--- config.mk ---
export PLATFORM = sky130hd
export DESIGN_NAME = bresenham_line_engine
export DESIGN_NICKNAME = d
export VERILOG_FILES = /design/src/rtl/bresenham_line_engine.sv
export SDC_FILE = /design/constraint.sdc
export NUM_CORES = 1
export LEC_CHECK = 0
export ABC_AREA = 1
export CORE_AREA = 4 4 140 142
export CTS_BUF_LIST = sky130_fd_sc_hd__clkbuf_4 sky130_fd_sc_hd__clkbuf_8
export DETAILED_ROUTE_END_ITERATION = 8
export DIE_AREA = 0 0 144 146
export DONT_BUFFER_PORTS = 1
export GPL_TIMING_DRIVEN = 0
export PLACE_DENSITY = 0.87
export SLEW_MARGIN = 15
export SYNTH_ARGS = -nofsm -noshare
export SYNTH_HDL_FRONTEND = slang
export SYNTH_SLANG_ARGS = --single-unit
--- constraint.sdc ---
create_clock -name clk -period 9.2 [get_ports clk]
set_clock_uncertainty 0.05 [all_clocks]
set_input_delay 0.92 -clock clk [delete_from_list [all_inputs] [get_ports clk]]
set_output_delay 0.92 -clock clk [all_outputs]
set_load 0.02 [all_outputs]
--- src/rtl/bresenham_line_engine.sv ---
// bresenham_line_engine
// Rasterises one line segment (x0,y0)->(x1,y1) into a stream of pixel
// coordinates, one per clock, with integer Bresenham stepping in all octants.
// Optional feature macro: BRESENHAM_LINE_CLIP_EN. When defined, pixel_valid is
// suppressed for pixels outside H_RES x V_RES; stepping and timing are unchanged.
//
// Handshake: start is a request sampled only while IDLE; it is accepted on the
// edge where it is seen high in IDLE. busy is high from the cycle after
// acceptance through the done cycle. done is a one-cycle pulse after the last
// pixel. Requests while busy are dropped, never queued.
module bresenham_line_engine #(
    parameter int WIDTH = 11,
    parameter int H_RES = 640,
    parameter int V_RES = 480
) (
    input  logic             clk,
    input  logic             reset,
    input  logic             start,
    input  logic [WIDTH-1:0] x0,
    input  logic [WIDTH-1:0] y0,
    input  logic [WIDTH-1:0] x1,
    input  logic [WIDTH-1:0] y1,
    output logic [WIDTH-1:0] x,
    output logic [WIDTH-1:0] y,
    output logic             pixel_valid,
    output logic             busy,
    output logic             done,
    output logic [1:0]       state_dbg_o
);

    // Error-term width: holds dx, -dy and their sums without overflow.
    localparam int EW = WIDTH + 2;

    typedef enum logic [1:0] {
        S_IDLE  = 2'd0,
        S_SETUP = 2'd1,
        S_DRAW  = 2'd2,
        S_DONE  = 2'd3
    } state_t;

    state_t state_q;

    // Captured endpoints (held for the whole line).
    logic [WIDTH-1:0] x0_q, y0_q, x1_q, y1_q;

    // Stepping state.
    logic signed [EW-1:0] dx_q, dy_q, err_q;
    logic                 sx_pos_q, sy_pos_q;
    logic [WIDTH-1:0]     x_q, y_q;
    logic                 pv_q, busy_q, done_q;

    // Setup-phase combinational results.
    logic signed [EW-1:0] adx_d, ady_d, dy_d, err_setup_d;

    // Draw-phase combinational results.
    logic signed [EW:0]   e2_d, dx_ext_d, dy_ext_d;
    logic                 step_x_d, step_y_d, at_end_d;
    logic signed [EW-1:0] err_d;
    logic [WIDTH-1:0]     x_d, y_d;
    logic                 pv_setup_d, pv_step_d;

    // Absolute deltas and initial error term from the captured endpoints.
    always_comb begin
        if (x0_q < x1_q) adx_d = $signed({2'b00, x1_q}) - $signed({2'b00, x0_q});
        else             adx_d = $signed({2'b00, x0_q}) - $signed({2'b00, x1_q});
        if (y0_q < y1_q) ady_d = $signed({2'b00, y1_q}) - $signed({2'b00, y0_q});
        else             ady_d = $signed({2'b00, y0_q}) - $signed({2'b00, y1_q});
        dy_d        = -ady_d;
        err_setup_d = adx_d - ady_d;
    end

    // One Bresenham step: decide x/y moves from e2 and accumulate both terms.
    always_comb begin
        e2_d     = {err_q, 1'b0};
        dx_ext_d = {dx_q[EW-1], dx_q};
        dy_ext_d = {dy_q[EW-1], dy_q};
        step_x_d = (e2_d >= dy_ext_d);
        step_y_d = (e2_d <= dx_ext_d);
        at_end_d = (x_q == x1_q) && (y_q == y1_q);

        err_d = err_q;
        x_d   = x_q;
        y_d   = y_q;
        if (step_x_d) begin
            err_d = err_d + dy_q;
            x_d   = sx_pos_q ? (x_q + WIDTH'(1)) : (x_q - WIDTH'(1));
        end
        if (step_y_d) begin
            err_d = err_d + dx_q;
            y_d   = sy_pos_q ? (y_q + WIDTH'(1)) : (y_q - WIDTH'(1));
        end
    end

`ifdef BRESENHAM_LINE_CLIP_EN
    localparam logic [WIDTH:0] H_LIM = (WIDTH + 1)'(H_RES);
    localparam logic [WIDTH:0] V_LIM = (WIDTH + 1)'(V_RES);

    // On-screen test for the pixel that will be presented next cycle.
    always_comb begin
        pv_setup_d = ({1'b0, x0_q} < H_LIM) && ({1'b0, y0_q} < V_LIM);
        pv_step_d  = ({1'b0, x_d}  < H_LIM) && ({1'b0, y_d}  < V_LIM);
    end
`else
    // Every drawn pixel is written; range handling belongs to the framebuffer.
    always_comb begin
        pv_setup_d = 1'b1;
        pv_step_d  = 1'b1;
    end

    // Resolution parameters only matter with clipping; keep them referenced.
    if (H_RES < 1 || V_RES < 1) begin : g_res_unused
    end
`endif

    // Control FSM with registered outputs.
    always_ff @(posedge clk) begin
        if (reset) begin
            state_q  <= S_IDLE;
            x0_q     <= '0;
            y0_q     <= '0;
            x1_q     <= '0;
            y1_q     <= '0;
            dx_q     <= '0;
            dy_q     <= '0;
            err_q    <= '0;
            sx_pos_q <= 1'b0;
            sy_pos_q <= 1'b0;
            x_q      <= '0;
            y_q      <= '0;
            pv_q     <= 1'b0;
            busy_q   <= 1'b0;
            done_q   <= 1'b0;
        end else begin
            case (state_q)
                S_IDLE: begin
                    pv_q   <= 1'b0;
                    done_q <= 1'b0;
                    if (start) begin
                        x0_q    <= x0;
                        y0_q    <= y0;
                        x1_q    <= x1;
                        y1_q    <= y1;
                        busy_q  <= 1'b1;
                        state_q <= S_SETUP;
                    end
                end
                S_SETUP: begin
                    dx_q     <= adx_d;
                    dy_q     <= dy_d;
                    err_q    <= err_setup_d;
                    sx_pos_q <= (x0_q < x1_q);
                    sy_pos_q <= (y0_q < y1_q);
                    x_q      <= x0_q;
                    y_q      <= y0_q;
                    pv_q     <= pv_setup_d;
                    state_q  <= S_DRAW;
                end
                S_DRAW: begin
                    if (at_end_d) begin
                        pv_q    <= 1'b0;
                        done_q  <= 1'b1;
                        state_q <= S_DONE;
                    end else begin
                        err_q <= err_d;
                        x_q   <= x_d;
                        y_q   <= y_d;
                        pv_q  <= pv_step_d;
                    end
                end
                S_DONE: begin
                    done_q  <= 1'b0;
                    busy_q  <= 1'b0;
                    pv_q    <= 1'b0;
                    state_q <= S_IDLE;
                end
                default: begin
                    state_q <= S_IDLE;
                end
            endcase
        end
    end

    assign x           = x_q;
    assign y           = y_q;
    assign pixel_valid = pv_q;
    assign busy        = busy_q;
    assign done        = done_q;
    assign state_dbg_o = state_q;

endmodule

==> results of run 1 <==
-- layout by cell type, fill, tap and decap left out, types with 8 or more instances in the layout --
master and n:
xnor2_1 24, nand4_1 24, nor2_1 104, nand2_2 18, o21ai_0 172, ha_1 131
inv_2 8, a21oi_1 196, clkbuf_8 9, nand2_1 359, nand3_1 102, or2_2 15
inv_1 223, dfxtp_1 111, clkbuf_1 32, buf_2 9, a31oi_1 10, xor2_1 34
nor3_1 16, fa_1 9
-- cell type report --
class | count | area, um^2 | share of cell area (%)
Multi-Input combinational cell | 1283 | 7535 | 66.31
Sequential cell | 111 | 2222 | 19.56
Inverter | 232 | 870.8 | 7.664
Tap cell | 234 | 292.8 | 2.577
Buffer | 46 | 215.2 | 1.894
Clock buffer | 9 | 123.9 | 1.090
Clock inverter | 7 | 98.84 | 0.8699
Antenna cell | 2 | 5.005 | 0.04404
-- metal layers --
| layer | track usage, % | up-vias | routed length (um) |
|---|---|---|---|
| li1 | - | 5559 | - |
| met1 | 38.25 | 5036 | 13020 |
| met2 | 49.51 | 476 | 14680 |
| met3 | 7.263 | 86 | 3151 |
| met4 | 9.793 | 0 | 1054 |
| met5 | 0 | - | 0 |
-- metrics by stage --
stage	hold slack (ns)	utilization [%]	setup WS, ns	instances
global route	0.4949	61.56	4.235	1923
global placement	0.4413	60.34	4.823	1906
CTS	0.4637	61.55	4.747	1922
finish	0.4683	61.57	4.606	1924
floorplan	0.4137	-	5.708	1672
detailed placement	0.4396	60.34	4.773	1906
-- worst min-delay path, cell delays in order, from the launching register on --
cell,delay [ns]
dfxtp_1,0.35
inv_1,0.08
a21oi_1,0.05
-- logic make-up (layout without fill, tap and decap cells) --
group,after synthesis,in the layout,share of synthesized area (%)
AND/OR/NAND/NOR,671,671,27.95
AO/OA/AOI/OAI,414,414,20.08
buffers and inverters,278,294,10.02
adder cells (fa/ha/maj),140,140,16.78
flip-flops,111,111,20.49
XOR/XNOR,58,58,4.685
other,0,2,0
-- how the worst max path moves through the flow --
stage | startpoint | to
finish | x0_q[0]$_SDFFE_PP0P_ | err_q[9]$_SDFFE_PP0P_
global route | x0_q[0]$_SDFFE_PP0P_ | err_q[9]$_SDFFE_PP0P_
CTS | x0_q[0]$_SDFFE_PP0P_ | err_q[9]$_SDFFE_PP0P_
detailed placement | x0_q[0]$_SDFFE_PP0P_ | err_q[9]$_SDFFE_PP0P_
global placement | x0_q[0]$_SDFFE_PP0P_ | err_q[9]$_SDFFE_PP0P_
floorplan | x0_q[0]$_SDFFE_PP0P_ | err_q[9]$_SDFFE_PP0P_
==> flow_metrics.tcl, run 1 <==
set metrics [dict create \
    status "complete, no violations" \
    fp.dieH_um 146 \
    yosysTopAreaCell "dfxtp_1" \
    report.final.slew_viol_count 0 \
    synth_area_leaders "dfxtp_1, ha_1, nand2_1" \
    dp_hpwl_mm 26.23 \
    cts.path.max_buffers 2 \
    cp.arrival_ns 4.87 \
    cts_hold_buf 0 \
    grt_overflow 0 \
    maxCapViolCount 0 \
    antenna_found_initial 3 \
    setup_viol 0 \
    grt_setup_unrepaired "no" \
    finalHoldViolCount 0 \
    syn_area_um2 10840 \
    portBuffers 0 \
    place.gp.congestion 0.9574 \
    layout.nets 1870 \
    synth_most_common_cell "nand2_1" \
    cts_tree "done" \
    slowest_delay_ns 0.46 \
    setup.worst_path.class "register to register" \
    worstSkewPairLatency_ns 0.42 \
    syn_area_per_cell_um2 6.485 \
    max_clock_freq_mhz 217.7 \
    synthToLayoutAreaGrowth_pct 4.800 \
    top_regs "dy_q: 13 flops, err_q: 13 flops, dx_q: 12 flops" \
    vias_per_cell 5.799 \
    hp-start "y1_q[4]$_SDFFE_PP0P_" \
    syn_nets 1859 \
    yosys_warnings 0 \
    reg2reg_depth 22 \
    grt_max_degree 22 \
    grt_pass1_wl_mm 51.29 \
    track_usage_pct 29.99 \
    nFillCells 1717 \
    synth_edf_count 0 \
    min_path_cells 2 \
    cts.sinks 111 \
    slew_headroom_pct 44.11 \
    synthesis.instances 1672 \
    htree_levels 3 \
    critPathTopFamily "compound AO/OA/AOI/OAI gates" \
    fp.dieArea_um2 21020 \
    drtIter0Drc 952 \
    worst_path_most_repeated_cell "inv_1" \
    fp.dieW_um 144 \
    min_period_ns 4.594 \
    netlist_top_cells_count "nand2_1, inv_1, a21oi_1, o21ai_0, ha_1" \
    synth_top_area_share_pct 20.49 \
    postLayoutCellArea_um2 11360 \
    setup_tns_ns 0 \
    critPathRequiredTime_ns 9.47 \
    cts-root-buf "clkbuf_8" \
    grt_pass1_vias 10422 \
    synthFlopType "dfxtp_1" \
    ys_ff_latch 111 \
    ff2ff_setup_slack_ns 4.61 \
    cts-resized-gates 0 \
    rr_endpoint "err_q[9]$_SDFFE_PP0P_" \
    slowest_stage "o21ai_0" \
    async_reset_ff_share_pct 0 \
    cp-start-kind "register" \
    num_rows 50 \
    path_depth 22 \
    post-cts-setup-buffers 0 \
    dr.pass1.iters 5 \
    hold_path_end "y1_q[4]$_SDFFE_PP0P_" \
    postPlaceCellArea_um2 11140 \
    end_kind "register" \
    initial_utilization_pct 58.75 \
    r2r-start "x0_q[0]$_SDFFE_PP0P_" \
    period_share_pct 49.93 \
    worstMarginPinSlew_ns 0.8383 \
    synth_cell_type_count 50 \
    numCtsBuffers 9 \
    ys_seq_area_share_pct 20.49 \
    drt-total-wl_mm 31.91 \
    cp_cell_sequence "inv_1 -> ha_1 -> inv_1 -> fa_1 -> inv_1 -> o21ai_0 -> nand3_1 -> nand3_1 -> buf_4 -> o21ai_0 -> xor2_1 -> inv_1 -> ha_1 -> nand2_1 -> o21ai_0 -> a21oi_1 -> o21ai_0 -> xor2_1 -> a21oi_1 -> nand3_1 -> nand2_1 -> inv_1" \
    core_um2 18460 \
    ios 74 \
    vias 11157 \
    cts.clk_slew.worst_paths_ns 0.13 \
    antenna_left 0 \
    path_max_fanout 10 \
    drc_errors 0 \
    worst-path-buf-inv 6 \
    drive_above_1_share_pct 5.806 \
    wl_per_cell_um 16.58 \
    min_path_type "register to register" \
]
Power of run 1 is left out: the tool's default activity adds up to more than one toggle a clock period on the data nets, which glitch-free logic cannot reach.
==> run 2, diff against run 1 <==
Settings changed: ABC_AREA 1 to 0, CORE_AREA 4 4 140 142 to 4 4 135 137, DIE_AREA 0 0 144 146 to 0 0 139 141, PLACE_DENSITY 0.87 to 0.9.
Clock period 9.2 ns to 4.1 ns, I/O delays scaled along.
==> run 2 against run 1 <==
The run now ends with setup timing left. Flip-flop and latch count did not move. Global-route usage barely moved. Routed wire length fell by 2.9%. Via count fell by 12%. Utilization rose by 5.3 points. Area after synthesis fell by 7.2%. Largest cell class unchanged. Register-to-register slack got worse by 5.0 ns. Critical endpoint unchanged. Die area fell by 6.8%. Setup slack got worse by 5.0 ns.
==> flow_metrics.tcl, run 2 <==
set metrics [dict create \
    status "complete, but fails checks" \
    failed_checks "setup timing" \
    finalHoldViolCount 0 \
    wl_per_cell_um 19.95 \
    ff2ff_setup_slack_ns -0.38 \
    syn_nets 1448 \
    top_regs "dy_q: 13 flops, err_q: 13 flops, dx_q: 12 flops" \
    worstSetupStartpoint "x0_q[0]$_SDFFE_PP0P_" \
    ys_seq_area_share_pct 22.08 \
    synth_top_family_by_area "compound AO/OA/AOI/OAI gates" \
    yosys_warnings 0 \
    fp.dieH_um 141 \
    diodes 0 \
    met2RoutedLength_mm 14.49 \
    netlist_top_cells_count "nand2_1, ha_1, a21oi_1, inv_1, dfxtp_1" \
    initial_utilization_pct 59.02 \
    final_common_cell "nand2_1" \
    syn_area_per_cell_um2 7.982 \
    slew_headroom_pct 41.21 \
    max_clock_freq_mhz 223.4 \
    critPathRequiredTime_ns 4.32 \
    antenna_left 0 \
    rr_endpoint "err_q[9]$_SDFFE_PP0P_" \
    fin_util_pct 66.90 \
    grt_max_degree 21 \
    grt_overflow 0 \
    num_rows 48 \
    core_um2 17060 \
    reg2reg_depth 22 \
    drtIter0Drc 818 \
    synthAdderAreaFrac_pct 18.07 \
    numCtsBuffers 9 \
    drt-total-wl_mm 30.97 \
    synth_edf_count 0 \
    synth-simple-area-share_pct 16.36 \
    grt_pass1_vias 9346 \
    ys_ff_latch 111 \
    cp-endpoint "err_q[9]$_SDFFE_PP0P_" \
    layout.nets 1509 \
    dr.pass1.iters 5 \
    dp_hpwl_mm 22.53 \
    cp.arrival_ns 4.70 \
    synthToLayoutAreaGrowth_pct 13.36 \
    slowest_delay_ns 0.39 \
    synthFlopType "dfxtp_1" \
    drc_errors 0 \
    htree_levels 3 \
    grt_setup_unrepaired "yes" \
    synth_compound_area_share_pct 23.78 \
    async_reset_ff_share_pct 0 \
    cts_hold_buf 0 \
    cts.path.max_buffers 2 \
    min_path_type "primary input to register" \
    setup_slack_ns -0.3764 \
    maxCapViolCount 0 \
    vias 9832 \
    track_usage_pct 29.97 \
    synth_most_common_cell "nand2_1" \
    multi_input_area_um2 7535 \
    cts.sinks 111 \
    synth_top_area_share_pct 22.08 \
    vias_per_cell 6.335 \
    cts_tree "done" \
    layout_common_cells "nand2_1, ha_1, a21oi_1" \
    synth_cell_type_count 85 \
    worstSkewPairLatency_ns 0.41 \
    setup.worst_path.class "register to register" \
    slowest_stage "xor2_1" \
    end_kind "register" \
    cp-start-kind "register" \
    worstMarginPinSlew_ns 0.8818 \
    drive_above_1_share_pct 15.90 \
    dr_wl_met3_mm 2.862 \
    nFillCells 1282 \
    synthesis.instances 1261 \
    grt_pass1_wl_mm 47.60 \
    r2r-start "x0_q[0]$_SDFFE_PP0P_" \
    ios 74 \
    ff_latch_area_um2 2270 \
    synth_area_leaders "dfxtp_1, ha_1, a21oi_1" \
    setup_viol 8 \
    fp.dieW_um 139 \
    synthMuxAreaShare_pct 4.711 \
    cp_cell_sequence "inv_4 -> ha_4 -> inv_2 -> fa_2 -> a21o_1 -> a21oi_2 -> o21ai_2 -> a31o_2 -> a211oi_4 -> clkbuf_8 -> buf_4 -> o21ai_0 -> o21ai_0 -> xor2_1 -> ha_1 -> and3_1 -> a211oi_2 -> buf_4 -> xor2_1 -> nor2_1 -> a211oi_2 -> o32ai_1" \
    path_max_fanout 5 \
    syn_area_um2 10070 \
    antenna_found_initial 0 \
    min_period_ns 4.476 \
    fp.dieArea_um2 19600 \
    wl_met1_mm 11.98 \
    portBuffers 0 \
    period_share_pct 109.2 \
    place.gp.congestion 1.010 \
    cts.clk_slew.worst_paths_ns 0.13 \
    top_layer "met4" \
    cts-root-buf "clkbuf_8" \
    report.final.slew_viol_count 0 \
    dp_slack_ns -0.7027 \
    synthXorXnorAreaFrac_pct 7.918 \
    yosysTopAreaCell "dfxtp_1" \
]
run 2: changes by cell type in the layout (fill, tap and decap cells not counted), sizes merged, moves of 42 or more:
cell and delta:
a21oi -69, buf +42, inv -113, nand2 -247
nand3 -92, o21ai -123
run 2: what timing repair did:
item / in CTS / in global routing
buffers inserted: 38 / 12
gates resized for setup: 65 / 28
pin swaps: 43 / 36
endpoints found under the setup margin: 10 / 9
run 2: cells by family (layout without fill, tap and decap cells):
kind of cell / Yosys count / after routing
buf+inv: 167 / 233
xor+xnor: 88 / 88
compound gates: 362 / 362
simple gates: 347 / 347
mux: 46 / 46
fa+ha+maj: 140 / 140
flops: 111 / 111
run 2: critical path: cells and delay by family, from the launching register on:
kind                       cells  cell delay [ns]
xor gates and xnor gates       2             0.53
and+or+nand+nor                2             0.31
DFF                            1             0.38
adders and majority gates      3             0.85
AOI/OAI and AO/OA             10             1.65
buffers and inverters          5             0.59
run 2: cell type report:
class	count	area share, %
Clock inverter	6	0.5373
Buffer	49	2.730
Multi-Input combinational cell	983	66.03
Inverter	118	3.904
Sequential cell	111	19.89
Clock buffer	10	1.151
Tap cell	225	2.467
Timing Repair Buffer	50	3.289
run 2: how the worst min path moves through the flow:
stage                                startpoint                     to  cells after the start  slack [ns]
after floorplan           dy_q[12]$_SDFFE_PP0N_  dy_q[12]$_SDFFE_PP0N_                      2        0.39
after global placement    x0_q[10]$_SDFFE_PP0P_  x0_q[10]$_SDFFE_PP0P_                      2        0.41
after detailed placement  x0_q[10]$_SDFFE_PP0P_  x0_q[10]$_SDFFE_PP0P_                      2        0.42
after CTS                                 y0[4]   y0_q[4]$_SDFFE_PP0P_                      2        0.06
after global routing                      x1[0]   x1_q[0]$_SDFFE_PP0P_                      2        0.06
final                                     x1[0]   x1_q[0]$_SDFFE_PP0P_                      2        0.06
run 2: stage by stage:
stage | cell area [um^2] | TNS [ns] | hold WS, ns | instances
3_3_place_gp | 10450 | -2.933 | 0.4142 | 1486
2_1_floorplan | 10170 | -0.2428 | 0.3911 | 1261
5_1_grt | 11410 | -2.912 | 0.06081 | 1552
6_report | 11410 | -1.555 | 0.06451 | 1552
3_5_place_dp | 10450 | -3.642 | 0.4179 | 1486
4_1_cts | 11210 | -0.8850 | 0.06052 | 1540
run 2: layer usage:
metal  track usage, %  up-vias
met5                0        -
met4            14.42        0
met3            6.954      125
met2            51.14      560
met1            35.68     4601
li1                 -     4546
Power of run 2 is left out for the same reason.
==> run 3, diff against run 2 <==
Settings changed: BUFFER_PORTS_ARGS from default to -buffer_cell sky130_fd_sc_hd__buf_2, CORE_AREA 4 4 135 137 to 4 4 138 140, DIE_AREA 0 0 139 141 to 0 0 142 144, DONT_BUFFER_PORTS 1 to default.
==> run 3 against run 2 <==
The run ends with DRC, setup timing left. Non-clock buffer count up 77. Final cell count up 5.2%. Fmax is 2.0% higher. Flip-flop and latch count unchanged. Critical path depth fell by 1. Utilization increased by 0.067 points. Die area increased by 4.3%. Cell area increased by 4.7%. Clock-buffer cell count unchanged. Worst hold slack gained 0.088 ns. Setup slack better by 0.087 ns. First-iteration DRC count up 43%. Critical endpoint is now err_q[11]$_SDFFE_PP0P_. Highest routed layer unchanged.
==> flow_metrics.tcl, run 3 (synthesized netlist as in run 2, its figures left out) <==
set metrics [dict create \
    cts.sinks 111 \
    synthToLayoutAreaGrowth_pct 18.69 \
    cts-root-buf "clkbuf_8" \
    grt_pass1_wl_mm 50.17 \
    path_max_fanout 5 \
    grt_setup_unrepaired "yes" \
    finalHoldViolCount 0 \
    vias 10310 \
    wl_per_cell_um 19.95 \
    max_clock_freq_mhz 227.8 \
    core_um2 17840 \
    dp_hpwl_mm 23.15 \
    worstMarginPinSlew_ns 0.9131 \
    slowest_stage "dfxtp_4" \
    num_rows 49 \
    failed_checks "DRC, setup timing" \
    place.gp.congestion 1.003 \
    use_met2_pct 51.88 \
    grt_max_degree 21 \
    vias_per_cell 6.314 \
    use_met1_pct 36.13 \
    fp.dieH_um 144 \
    drc_errors 1 \
    end_kind "register" \
    setup.worst_path.class "register to register" \
    portBuffers 73 \
    cp-endpoint "err_q[11]$_SDFFE_PP0P_" \
    critPathTopFamily "compound AO/OA/AOI/OAI gates" \
    dr.pass1.iters 9 \
    postPlaceCellArea_um2 10820 \
    cts.clk_slew.worst_paths_ns 0.13 \
    cp-start-kind "register" \
    fin_util_pct 66.97 \
    worst-path-buf-inv 4 \
    maxCapViolCount 0 \
    drive_above_1_share_pct 21.37 \
    min_period_ns 4.389 \
    antenna_found_initial 0 \
    status "complete, but fails checks" \
    period_share_pct 107.1 \
    slew_headroom_pct 39.12 \
    dp_slack_ns -0.7041 \
    grtUsageMet3_pct 7.143 \
    worstSkewPairLatency_ns 0.43 \
    diodes 0 \
    postLayoutCellArea_um2 11950 \
    initial_utilization_pct 56.42 \
    fp.dieW_um 142 \
    top_usage_layer "met2" \
    critPathRequiredTime_ns 4.43 \
    cp_cell_sequence "inv_4 -> ha_4 -> inv_2 -> fa_2 -> a21o_1 -> a21oi_2 -> o21ai_1 -> a31o_2 -> a211oi_4 -> clkbuf_8 -> buf_4 -> o21ai_0 -> o21ai_0 -> xor2_1 -> ha_1 -> and3_1 -> a211oi_2 -> o21ai_1 -> xnor2_1 -> a221oi_1 -> a22o_1" \
    antenna_left 0 \
    fp.dieArea_um2 20450 \
    top_regs "dy_q: 13 flops, err_q: 13 flops, dx_q: 12 flops" \
    track_usage_pct 30.63 \
    numCtsBuffers 9 \
    final_common_cell "nand2_1" \
    ios 74 \
    rr_endpoint "err_q[11]$_SDFFE_PP0P_" \
    setup_viol 9 \
    path_depth 21 \
    report.final.slew_viol_count 0 \
    drt-total-wl_mm 32.58 \
    setup_slack_ns -0.2892 \
    slowest_delay_ns 0.38 \
    ff2ff_setup_slack_ns -0.29 \
    htree_levels 3 \
    grt_pass1_vias 10045 \
    cts_tree "done" \
    grt_overflow 0 \
    min_path_type "primary input to register" \
    layout_common_cells "nand2_1, ha_1, a21oi_1" \
    reg2reg_depth 21 \
    r2r-start "x0_q[0]$_SDFFE_PP0P_" \
    worstSetupStartpoint "x0_q[0]$_SDFFE_PP0P_" \
    cts.path.max_buffers 2 \
    layout.nets 1586 \
    drtIter0Drc 1171 \
    cp.arrival_ns 4.72 \
]
-- run 3: routing by layer --
layer / up-vias / wire length [um]
met2: 655 / 14770
met3: 204 / 3338
met4: 0 / 2193
met5: - / 0
li1: 4699 / -
met1: 4752 / 12280
-- run 3: worst reg2reg max path, delay by kind of cell, from the launching register on --
family	cells	cell delay, ns
AO/OA/AOI/OAI	11	2.00
adder cells (fa/ha/maj)	3	0.78
XOR/XNOR	2	0.48
AND/OR/NAND/NOR	1	0.22
buffers and inverters	4	0.45
flip-flops	1	0.38
-- run 3: repair_timing --
action	CTS	global route
hold buffers	0	0
endpoints found under the setup margin	10	10
cloned	0	0
pin swaps	63	44
resized for setup	83	34
setup buffers	46	8
-- run 3: final cells by class --
class	instances	area (um^2)
sequential	111	2268
clock buffer	10	131.4
tap	229	286.5
timing repair buffer	127	778.2
fill	1275	5893
multi-input combinational	983	7660
clock inverter	6	66.31
buffer	49	311.5
inverter	118	445.4
-- run 3: metrics by stage --
| stage | instances | setup TNS [ns] | hold WS [ns] |
|---|---|---|---|
| after global placement | 1563 | -2.864 | 0.4134 |
| after detailed placement | 1563 | -4.660 | 0.4236 |
| after CTS | 1625 | -0.4756 | 0.1606 |
| final | 1633 | -1.197 | 0.1529 |
| after floorplan | 1261 | -0.2428 | 0.3911 |
| after global routing | 1633 | -2.502 | 0.1498 |
-- run 3: worst min-delay path by stage --
stage | start | end | slack (ns) | cells past startpoint
after global placement | x0_q[10]$_SDFFE_PP0P_ | x0_q[10]$_SDFFE_PP0P_ | 0.41 | 2
after floorplan | dy_q[12]$_SDFFE_PP0N_ | dy_q[12]$_SDFFE_PP0N_ | 0.39 | 2
after global routing | x0[5] | x0_q[5]$_SDFFE_PP0P_ | 0.15 | 3
after detailed placement | busy$_SDFFE_PP0P_ | busy$_SDFFE_PP0P_ | 0.42 | 2
after CTS | x0[5] | x0_q[5]$_SDFFE_PP0P_ | 0.16 | 3
final | y1[8] | y1_q[8]$_SDFFE_PP0P_ | 0.15 | 3
Power of run 3 is left out for the same reason.
